`config.mk`:
```
export PLATFORM = sky130hd
export DESIGN_NAME = branch_pred_table
export DESIGN_NICKNAME = d
export VERILOG_FILES = /design/src/rtl/branch_pred_table.sv
export SDC_FILE = /design/constraint.sdc
export NUM_CORES = 1
export LEC_CHECK = 0
export BUFFER_PORTS_ARGS = -buffer_cell sky130_fd_sc_hd__buf_4
export CAP_MARGIN = 20
export CORE_MARGIN = 2
export CORE_UTILIZATION = 35
export CTS_BUF_LIST = sky130_fd_sc_hd__clkbuf_4 sky130_fd_sc_hd__clkbuf_8
export DETAILED_ROUTE_END_ITERATION = 10
export SLEW_MARGIN = 20
export SYNTH_ARGS = -nofsm -noshare
export SYNTH_HDL_FRONTEND = slang
export SYNTH_SLANG_ARGS = --single-unit
```
`constraint.sdc`:
```
create_clock -name clk -period 6 [get_ports clk]
set_input_delay 0 -clock clk [delete_from_list [all_inputs] [get_ports clk]]
set_output_delay 0 -clock clk [all_outputs]
set_load 0.01 [all_outputs]
```
`src/rtl/branch_pred_table.sv`:
```
`default_nettype none
// ============================================================================
// Module   : branch_pred_table
// Purpose  : Direct-mapped branch target buffer with 2-bit saturating
//            counters. The fetch PC is looked up combinationally. The
//            fetch-time hit and prediction are carried through the s1 (decode)
//            barrier. Branch-unit decisions are committed against the PC that
//            is held in decode.
// Ports    : clk, rst_n             - clock (posedge), async active-low reset
//            pc_f                   - fetch PC
//            stall_s1, flush_s1     - decode barrier hold / squash
//            hit_f, pred_f, target_f- fetch-stage lookup result
//            hit_d, pred_d          - lookup result of the decode instruction
//            wr_tag, wr_pred        - allocate / counter-update requests
//            taken_d, target_d      - resolved direction and target in decode
// Revision : 1.0 - initial release
// ============================================================================
module branch_pred_table #(
    parameter int IDX_BITS = 4,
    parameter int PC_W     = 32
) (
    input  logic            clk,
    input  logic            rst_n,
    input  logic [PC_W-1:0] pc_f,
    input  logic            stall_s1,
    input  logic            flush_s1,
    output logic            hit_f,
    output logic            pred_f,
    output logic [PC_W-1:0] target_f,
    output logic            hit_d,
    output logic            pred_d,
    input  logic            wr_tag,
    input  logic            wr_pred,
    input  logic            taken_d,
    input  logic [PC_W-1:0] target_d
);

    localparam int ENTRIES = 2 ** IDX_BITS;
    localparam int TAG_W   = PC_W - IDX_BITS - 2;

    // Table storage
    logic             r_valid  [ENTRIES];
    logic [TAG_W-1:0] r_tag    [ENTRIES];
    logic [PC_W-1:0]  r_target [ENTRIES];
    logic [1:0]       r_ctr    [ENTRIES];

    // s1 barrier
    logic [PC_W-1:0]  r_pc_d;
    logic             r_hit_d;
    logic             r_pred_d;

    logic [IDX_BITS-1:0] w_idx_f;
    logic [TAG_W-1:0]    w_tag_f;
    logic [IDX_BITS-1:0] w_idx_d;
    logic [TAG_W-1:0]    w_tag_d;
    logic                w_hit_f;
    logic                w_hit_d;
    logic                w_unused;

    assign w_idx_f = pc_f[IDX_BITS+1:2];
    assign w_tag_f = pc_f[PC_W-1:IDX_BITS+2];
    assign w_idx_d = r_pc_d[IDX_BITS+1:2];
    assign w_tag_d = r_pc_d[PC_W-1:IDX_BITS+2];

    // Word-aligned PCs: the byte-offset bits carry no information here.
    assign w_unused = ^{pc_f[1:0], r_pc_d[1:0]};

    // Lookup reads only registered table state, so a write in this cycle
    // becomes visible at the next cycle.
    assign w_hit_f  = r_valid[w_idx_f] && (r_tag[w_idx_f] == w_tag_f);
    assign hit_f    = w_hit_f;
    assign pred_f   = w_hit_f & r_ctr[w_idx_f][1];
    assign target_f = w_hit_f ? r_target[w_idx_f] : '0;

    // The entry may have been replaced since this instruction was fetched,
    // so the counter update re-checks the tag against pc_d.
    assign w_hit_d  = r_valid[w_idx_d] && (r_tag[w_idx_d] == w_tag_d);

    assign hit_d    = r_hit_d;
    assign pred_d   = r_pred_d;

    // s1 barrier: flush wins over stall.
    always_ff @(posedge clk or negedge rst_n) begin
        if (!rst_n) begin
            r_pc_d   <= '0;
            r_hit_d  <= 1'b0;
            r_pred_d <= 1'b0;
        end else if (flush_s1) begin
            r_pc_d   <= pc_f;
            r_hit_d  <= 1'b0;
            r_pred_d <= 1'b0;
        end else if (!stall_s1) begin
            r_pc_d   <= pc_f;
            r_hit_d  <= w_hit_f;
            r_pred_d <= pred_f;
        end
    end

    // Table update. A stall blocks the update; a flush does not, because the
    // branch unit flushes while it commits its own correction.
    always_ff @(posedge clk or negedge rst_n) begin
        if (!rst_n) begin
            for (int i = 0; i < ENTRIES; i++) begin
                r_valid[i]  <= 1'b0;
                r_tag[i]    <= '0;
                r_target[i] <= '0;
                r_ctr[i]    <= 2'b01;
            end
        end else if (!stall_s1) begin
            if (wr_tag) begin
                // Allocation sets a weak counter; it overrides wr_pred.
                r_valid[w_idx_d]  <= 1'b1;
                r_tag[w_idx_d]    <= w_tag_d;
                r_target[w_idx_d] <= target_d;
                r_ctr[w_idx_d]    <= taken_d ? 2'b10 : 2'b01;
            end else if (wr_pred && w_hit_d) begin
                if (taken_d) begin
                    r_target[w_idx_d] <= target_d;
                    if (r_ctr[w_idx_d] != 2'b11) begin
                        r_ctr[w_idx_d] <= r_ctr[w_idx_d] + 2'b01;
                    end
                end else if (r_ctr[w_idx_d] != 2'b00) begin
                    r_ctr[w_idx_d] <= r_ctr[w_idx_d] - 2'b01;
                end
            end
        end
    end

endmodule
`default_nettype wire
```
* Word-level counts from Yosys, hierarchy flattened
Cells that the tools add are included.
** Word-level totals
- Bits in latches :: 0
- Memories :: 0
- Input bits :: 71
- Memory bits (writable) :: 0
- Output and inout bits :: 36
- Logic and storage cells :: 143
- Flip-flop bits (word level) :: 1010
- ROM bits :: 0
** Cells by class
- Bitwise gates (word level) :: 5
- Muxes and demuxes :: 50
- Shifts and indexed selects :: 0
- $add $sub $neg :: 2
- Equality and inequality tests :: 5
- Order comparisons :: 3
- Divide/modulo/power cells :: 0
- $mul :: 0
- Reduce and logical (&&, ||, !) cells :: 11
** Operators with widths (count)
- 2-to-1 mux 512 bit :: 3
- bitwise mux 512 bit :: 1
- bitwise mux 416 bit :: 1
- 2-to-1 mux 32 bit :: 11
- binary-select mux 26 bit (select 4 bit) :: 2
- 2-to-1 mux 26 bit :: 5
- binary-select mux 32 bit (select 4 bit) :: 1
- demux 32 bit (select 4 bit) :: 1
- demux 26 bit (select 4 bit) :: 1
- bitwise mux 32 bit :: 3
- equality test 26 bit :: 2
- binary-select mux 2 bit (select 4 bit) :: 2
- bitwise OR 16 bit :: 1
- 2-to-1 mux 2 bit :: 6
- >= comparator 5 bit (second input constant) :: 2
- inverter 4 -> 5 bit :: 2
- 2-to-1 mux 1 bit :: 9
- binary-select mux 1 bit (select 4 bit) :: 2
- demux 2 bit (select 4 bit) :: 1
- nonzero test 2 bit :: 3
- < comparator 5 x 1 -> 1 bit (second input constant) :: 1
- demux 1 bit (select 4 bit) :: 1
- logical AND 1 bit :: 4
- AND reduction 4 bit :: 1
- other kinds (10) :: 10

* Logic depth before layout (Yosys ltp)
- Word-level depth :: 10
- Gate-level depth with buffers :: 18
- Depth with buffers taken out :: 10

* Worst setup path after synthesis
No wires, ideal clock.
- Kind :: register to register
- Start :: register r_pc_d[2]
- End :: register r_ctr[11] (netlist name)
- Clock period less this slack :: 4.289 ns
- Data required time :: 5.876 ns
- Setup time :: 0.124 ns
- Slack :: 1.711 ns
- Data arrival time :: 4.165 ns
- Cell stages (with the launch flop) :: 19
- Buffers on the path :: 9
- Cell sequence :: dfrtp_1 > buf_4 > buf_6 > buf_6 > buf_4 > buf_4 > buf_4 > buf_1 > mux4_2 > mux4_2 > inv_1 > ha_1 > nor2_1 > xnor2_1 > nor2b_1 > buf_1 > clkbuf_1 > a41oi_1 > o31a_1
** Between the ends
- Cells in the longest elaborated chain, start to end :: 10
- Elaborated cells on any way between the ends :: 34
- Those cells by class :: add/sub: 2; order compare: 2; eq/ne: 3; mux: 19; bitwise: 1; reduce/logical: 7
** Ends and longest elaborated chain
- start, declared :: RTL line 48 : logic [PC_W-1:0] r_pc_d;
- start signal, assigned :: RTL line 89 : r_pc_d <= pc_f;
- start signal, assigned :: RTL line 93 : r_pc_d <= pc_f;
- inverter 4 -> 5 bit (*)
- binary-select mux 2 bit (select 4 bit), or another cell as far along
- 2-to-1 mux 2 bit (implied by the code) or logical AND 1 bit (tied branches)
- 2-to-1 mux 2 bit, on equally long branches
- subtractor 2 x 1 -> 2 bit, or another cell as far along :: RTL line 123 : r_ctr[w_idx_d] <= r_ctr[w_idx_d] - 2'b01;
- bitwise mux 32 bit, on equally long branches :: RTL line 123, 120
- 2-to-1 mux 32 bit, on equally long branches :: RTL line 122, 119
- 2-to-1 mux 32 bit :: RTL line 117 : if (taken_d) begin
- 2-to-1 mux 32 bit :: RTL line 116 : end else if (wr_pred && w_hit_d) begin
- 2-to-1 mux 32 bit :: RTL line 110 : if (wr_tag) begin
- end signal, assigned by index :: RTL line 115 : r_ctr[w_idx_d] <= taken_d ? 2'b10 : 2'b01;
- end signal, assigned by index :: RTL line 120 : r_ctr[w_idx_d] <= r_ctr[w_idx_d] + 2'b01;
- end signal, assigned by index :: RTL line 123
- end, declared :: RTL line 45 : logic [1:0] r_ctr [ENTRIES];
Every way passes the cells marked *; elsewhere a longest branch is shown, timed or not. The select of a mux whose other input is x is not followed.
A chain may end at the register's enable or synchronous reset.

* Worst setup path after layout
- Start :: register r_pc_d[2]
- End :: register r_target[222] (netlist name)
** Between the ends
- Cells in the longest elaborated chain, start to end :: 9
- Elaborated cells on any way between the ends :: 21
- Those cells by class :: order compare: 2; eq/ne: 1; mux: 12; bitwise: 1; reduce/logical: 5
** Ends and longest elaborated chain
- inverter 4 -> 5 bit (implied by the code) (*) :: RTL line 77, 114, 118
- binary-select mux 26 bit (select 4 bit), or another cell as far along :: RTL line 77 : assign w_hit_d = r_valid[w_idx_d] && (r_tag[w_idx_d] == w_tag_d);
- 2-to-1 mux 26 bit (implied by the code) or logical AND 1 bit (tied branches) :: RTL line 77, 114, 118
- 2-to-1 mux 26 bit (implied by the code) or 2-to-1 mux 32 bit (tied branches) :: RTL line 77, 114, 118
- equality test 26 bit or demux 32 bit (select 4 bit) (tied branches) :: RTL line 77, 114, 118
- logical AND 1 bit or bitwise mux 512 bit (tied branches) :: RTL line 77, 114, 118
- logical AND 1 bit or 2-to-1 mux 512 bit (tied branches) :: RTL line 116, 117
- nonzero test 2 bit (no source line) or 2-to-1 mux 512 bit (tied branches)
- AND reduction 3 bit (no source line) or 2-to-1 mux 512 bit (tied branches)
- end signal, assigned by index :: RTL line 114 : r_target[w_idx_d] <= target_d;
- end signal, assigned by index :: RTL line 118 : r_target[w_idx_d] <= target_d;
- end, declared :: RTL line 44 : logic [PC_W-1:0] r_target [ENTRIES];
Marks and branches as above.

==> results.yml <==
outcome:
  status: "finished, violations left"
  violations: "design-rule violations"
sta:
  fin_tns_setup_ns: 0
  relSlewSlack_pct: 25.4
  period_minus_slack_ns: 5.11
  post-route-period-util_pct: 85.2
  max_freq_ghz: 0.196
  rsz0062_at_grt: "false"
  holdWs_ns: 0.0512
  finalHoldViolCount: 0
  worst_slew_pin_slew_ns: 1.12
  slew_violations: 0
  finClkSkew_ns: 0.0729
  setup_viol: 0
clock_network:
  cts_tree: "done"
  postCtsSetupRepairBufs: 0
  cts_buffers: 173
  clk_pin_slew_worst_paths_ns: 0.06
  insertion_delay_ns: 0.93
  clock_path_buffers: 3
  clock_sinks: 1008
  cts_root_buf: "clkbuf_8"
  ctsResizeCount: 0
  cts_htree_levels: 4
pwr:
  power.density_nw_per_um2: 373
  p_leak_uw: 0.0259
  total_power_uw: 21900
  ir_drop_mv: 0.185
placed_design:
  dp_hpwl_um: 86500
  gp_congestion: 0.864
  placed_cell_area_um2: 53300
  portBuffers: 104
route:
  routed_wl_um: 154000
  vias: 34716
  ant_nets: 0
  dr.pass1.iters: 9
  vias_per_cell: 5.56
  drtIter0Drc: 3027
  post_drt_wl_per_cell_um: 24.7
  drc: 8
synthesis:
  synth_warnings: 0
  yosysTopAreaCellShare_pct: 49.0
  synth-simple-area-share_pct: 10.6
  synth-adder-area-share_pct: 0.0494
  synth_top_area_cell: "dfrtp_1"
  syn_area_um2: 50700
  syn_inst: 4051
  synth_async_sr_flop_share_pct: 100
  muxShareOfSynthArea_pct: 31.2
  synth_top_family_by_area: "multiplexers"
  synth-seq-area-share_pct: 49.8
  synth_compound_area_share_pct: 3.77
  postSynthAreaPerCell_um2: 12.5
  synth-edff-count: 0
  synthDistinctLibCells: 68
  yosys-top-cells-area: "dfrtp_1 49%, mux4_2 17%, mux2_2 12%"
  synth_nets: 4124
  synth_xor_area_share_pct: 0.933
  ys_ff_latch: 1008
  synth_flop_cell: "dfrtp_1"
setup_path:
  worstSetupPathType: "flip-flop to flip-flop"
  endpoint_kind: "flip-flop"
  start_kind: "flip-flop"
  cp.required_ns: 6.75
  cp_max_fo: 40
  arrival_ns: 5.86
min_path:
  hold_path.class: "input port to flip-flop"
floorplanning:
  fp.dieArea_um2: 148000
  core_area_um2: 144000
  die_h_um: 385
  die_w_um: 385
  ioPinCount: 107
  start_util_pct: 35.3
  row_count: 139
grt:
  grt_pass1_wl_um: 233000
  grt_pass1_vias: 35435
  overflow: 0
  grtUsageTotal_pct: 21.0
  antenna_found_initial: 6
  grt_max_degree: 144
cells_and_area:
  fin_area_um2: 58600
  multi_input_area_um2: 23800
  drive_above_1_share_pct: 34.8
  ff_latch_area_um2: 25300
  area_growth_pct: 15.7
  n_fill_cell: 13457
  nNetsFinal: 4267
flow_run:
  max_cap_viol_count: 0
## placed cells by master (no fill, tap or decap), types with 14 or more instances in the layout
master | netlist | routed
o21ai_0 | 178 | 178
nand2_1 | 1045 | 1029
mux2_1 | 19 | 19
xnor2_1 | 43 | 43
nand2_2 | 0 | 16
buf_4 | 35 | 165
and3_1 | 17 | 17
dlygate4sd3_1 | 0 | 125
o31a_1 | 17 | 17
buf_12 | 0 | 26
nor2_4 | 0 | 17
nor2b_1 | 44 | 43
inv_1 | 15 | 14
dfstp_2 | 16 | 16
clkbuf_4 | 0 | 64
a31oi_1 | 19 | 19
mux2i_1 | 95 | 95
nand2b_1 | 26 | 24
clkbuf_8 | 0 | 224
dfrtp_1 | 992 | 989
nor2_1 | 78 | 55
a41oi_1 | 17 | 17
mux2_2 | 523 | 523
nor3_1 | 34 | 34
mux4_2 | 389 | 389
## final cells by class
type                       count  area share, %
sequential                  1008           43.1
multi-input combinational   2674           40.6
clock buffer                 288           6.08
timing repair buffer         321           5.28
tap                         1903           4.06
clock inverter                31          0.817
inverter                      16          0.107
antenna                        4         0.0171
## routing by layer
layer  share of wire [%]  track usage (%)  wire length (um)
met4                 2.8             6.85              4370
met3                 7.5             4.20             11500
met5               0.016                0                25
met2                  47             33.2             72400
met1                  43             29.1             66000
## synthesized netlist by cell type (3+ instances only)
library cell     n
o21ai_0        178
mux2i_1         95
o31a_1          17
o221ai_1         4
a211oi_1         5
buf_6           38
xor2_1          11
nand4_1         10
a41oi_1         17
buf_2           41
buf_1           28
nand2b_1        26
o2111ai_1        5
and3_1          17
nand2_1       1045
a22o_1           4
a31oi_1         19
clkbuf_1       209
mux2_2         523
a21oi_1          7
nor2_1          78
dfrtp_1        992
buf_4           35
mux2_1          19
and2_1           4
mux4_2         389
a221oi_1         6
dfstp_2         16
a22oi_1          7
nor3_1          34
o31ai_1          3
o22ai_1          8
xnor2_1         43
nand3_1          6
inv_1           15
nor2b_1         44
nor2_8          10
## final timing paths
path                              start             to  slack, ns  cells past startpoint
min in group asynchronous         rst_n     r_tag[185]       0.46                      4
max in group asynchronous         rst_n  r_target[130]       4.62                      4
setup reg to reg              r_pc_d[2]  r_target[222]       0.89                     12
setup / recovery              r_pc_d[2]  r_target[222]       0.89                     12
hold reg to reg                r_ctr[8]       r_ctr[8]       0.48                      2
hold / removal             target_d[22]  r_target[470]       0.05                      3
## power by group
| part | leakage, uW | internal (uW) | switching (uW) |
|---|---|---|---|
| combinational | 0.0110 | 2770 | 2080 |
| sequential | 0.0127 | 8680 | 1250 |
| clock | 0.00214 | 4030 | 3090 |
## sequential cells by signal, summed over array words and instances, names as in the netlist
| register | flops |
|---|---|
| r_valid | 16 |
| r_ctr | 32 |
| r_target | 512 |
| r_tag | 416 |
| hit_d | 1 |
| pred_d | 1 |
| r_pc_d | 30 |
## cells by family (layout without fill, tap and decap cells)
kind of cell | Yosys count | after routing
and+or+nand+nor | 1286 | 1286
muxes | 1026 | 1026
DFF | 1008 | 1008
buffers and inverters | 369 | 656
AOI/OAI and AO/OA | 306 | 306
xor gates and xnor gates | 54 | 54
adders and majority gates | 2 | 2
other | 0 | 4
## stage by stage
| stage | worst slack [ns] | std cells | utilization [%] |
|---|---|---|---|
| 3_3_place_gp | 1.02 | 5796 | 37.1 |
| 5_1_grt | 0.756 | 6243 | 40.8 |
| 3_5_place_dp | 0.966 | 5796 | 37.1 |
| 2_1_floorplan | 1.71 | 4051 | - |
| 4_1_cts | 0.916 | 6241 | 40.8 |
| 6_report | 0.890 | 6245 | 40.8 |
## critical path, cell delays in order (launching register included)
cell and delay (ns):
dfrtp_4 0.96, buf_4 0.54, mux4_2 0.61, nand2b_1 0.21, a32oi_1 0.35, nor3_1 0.10
a31oi_1 0.35, nor4_2 0.14, a41oi_4 0.22, buf_4 0.59, nor2_8 0.25, buf_12 0.26
mux2_2 0.28
## repair_timing
item | in CTS | in global routing
endpoints found under the hold margin | 1499 | 0
hold buffers | 126 | 0
endpoints found under the setup margin | 0 | 0
Power figures use the tool's default switching activity.
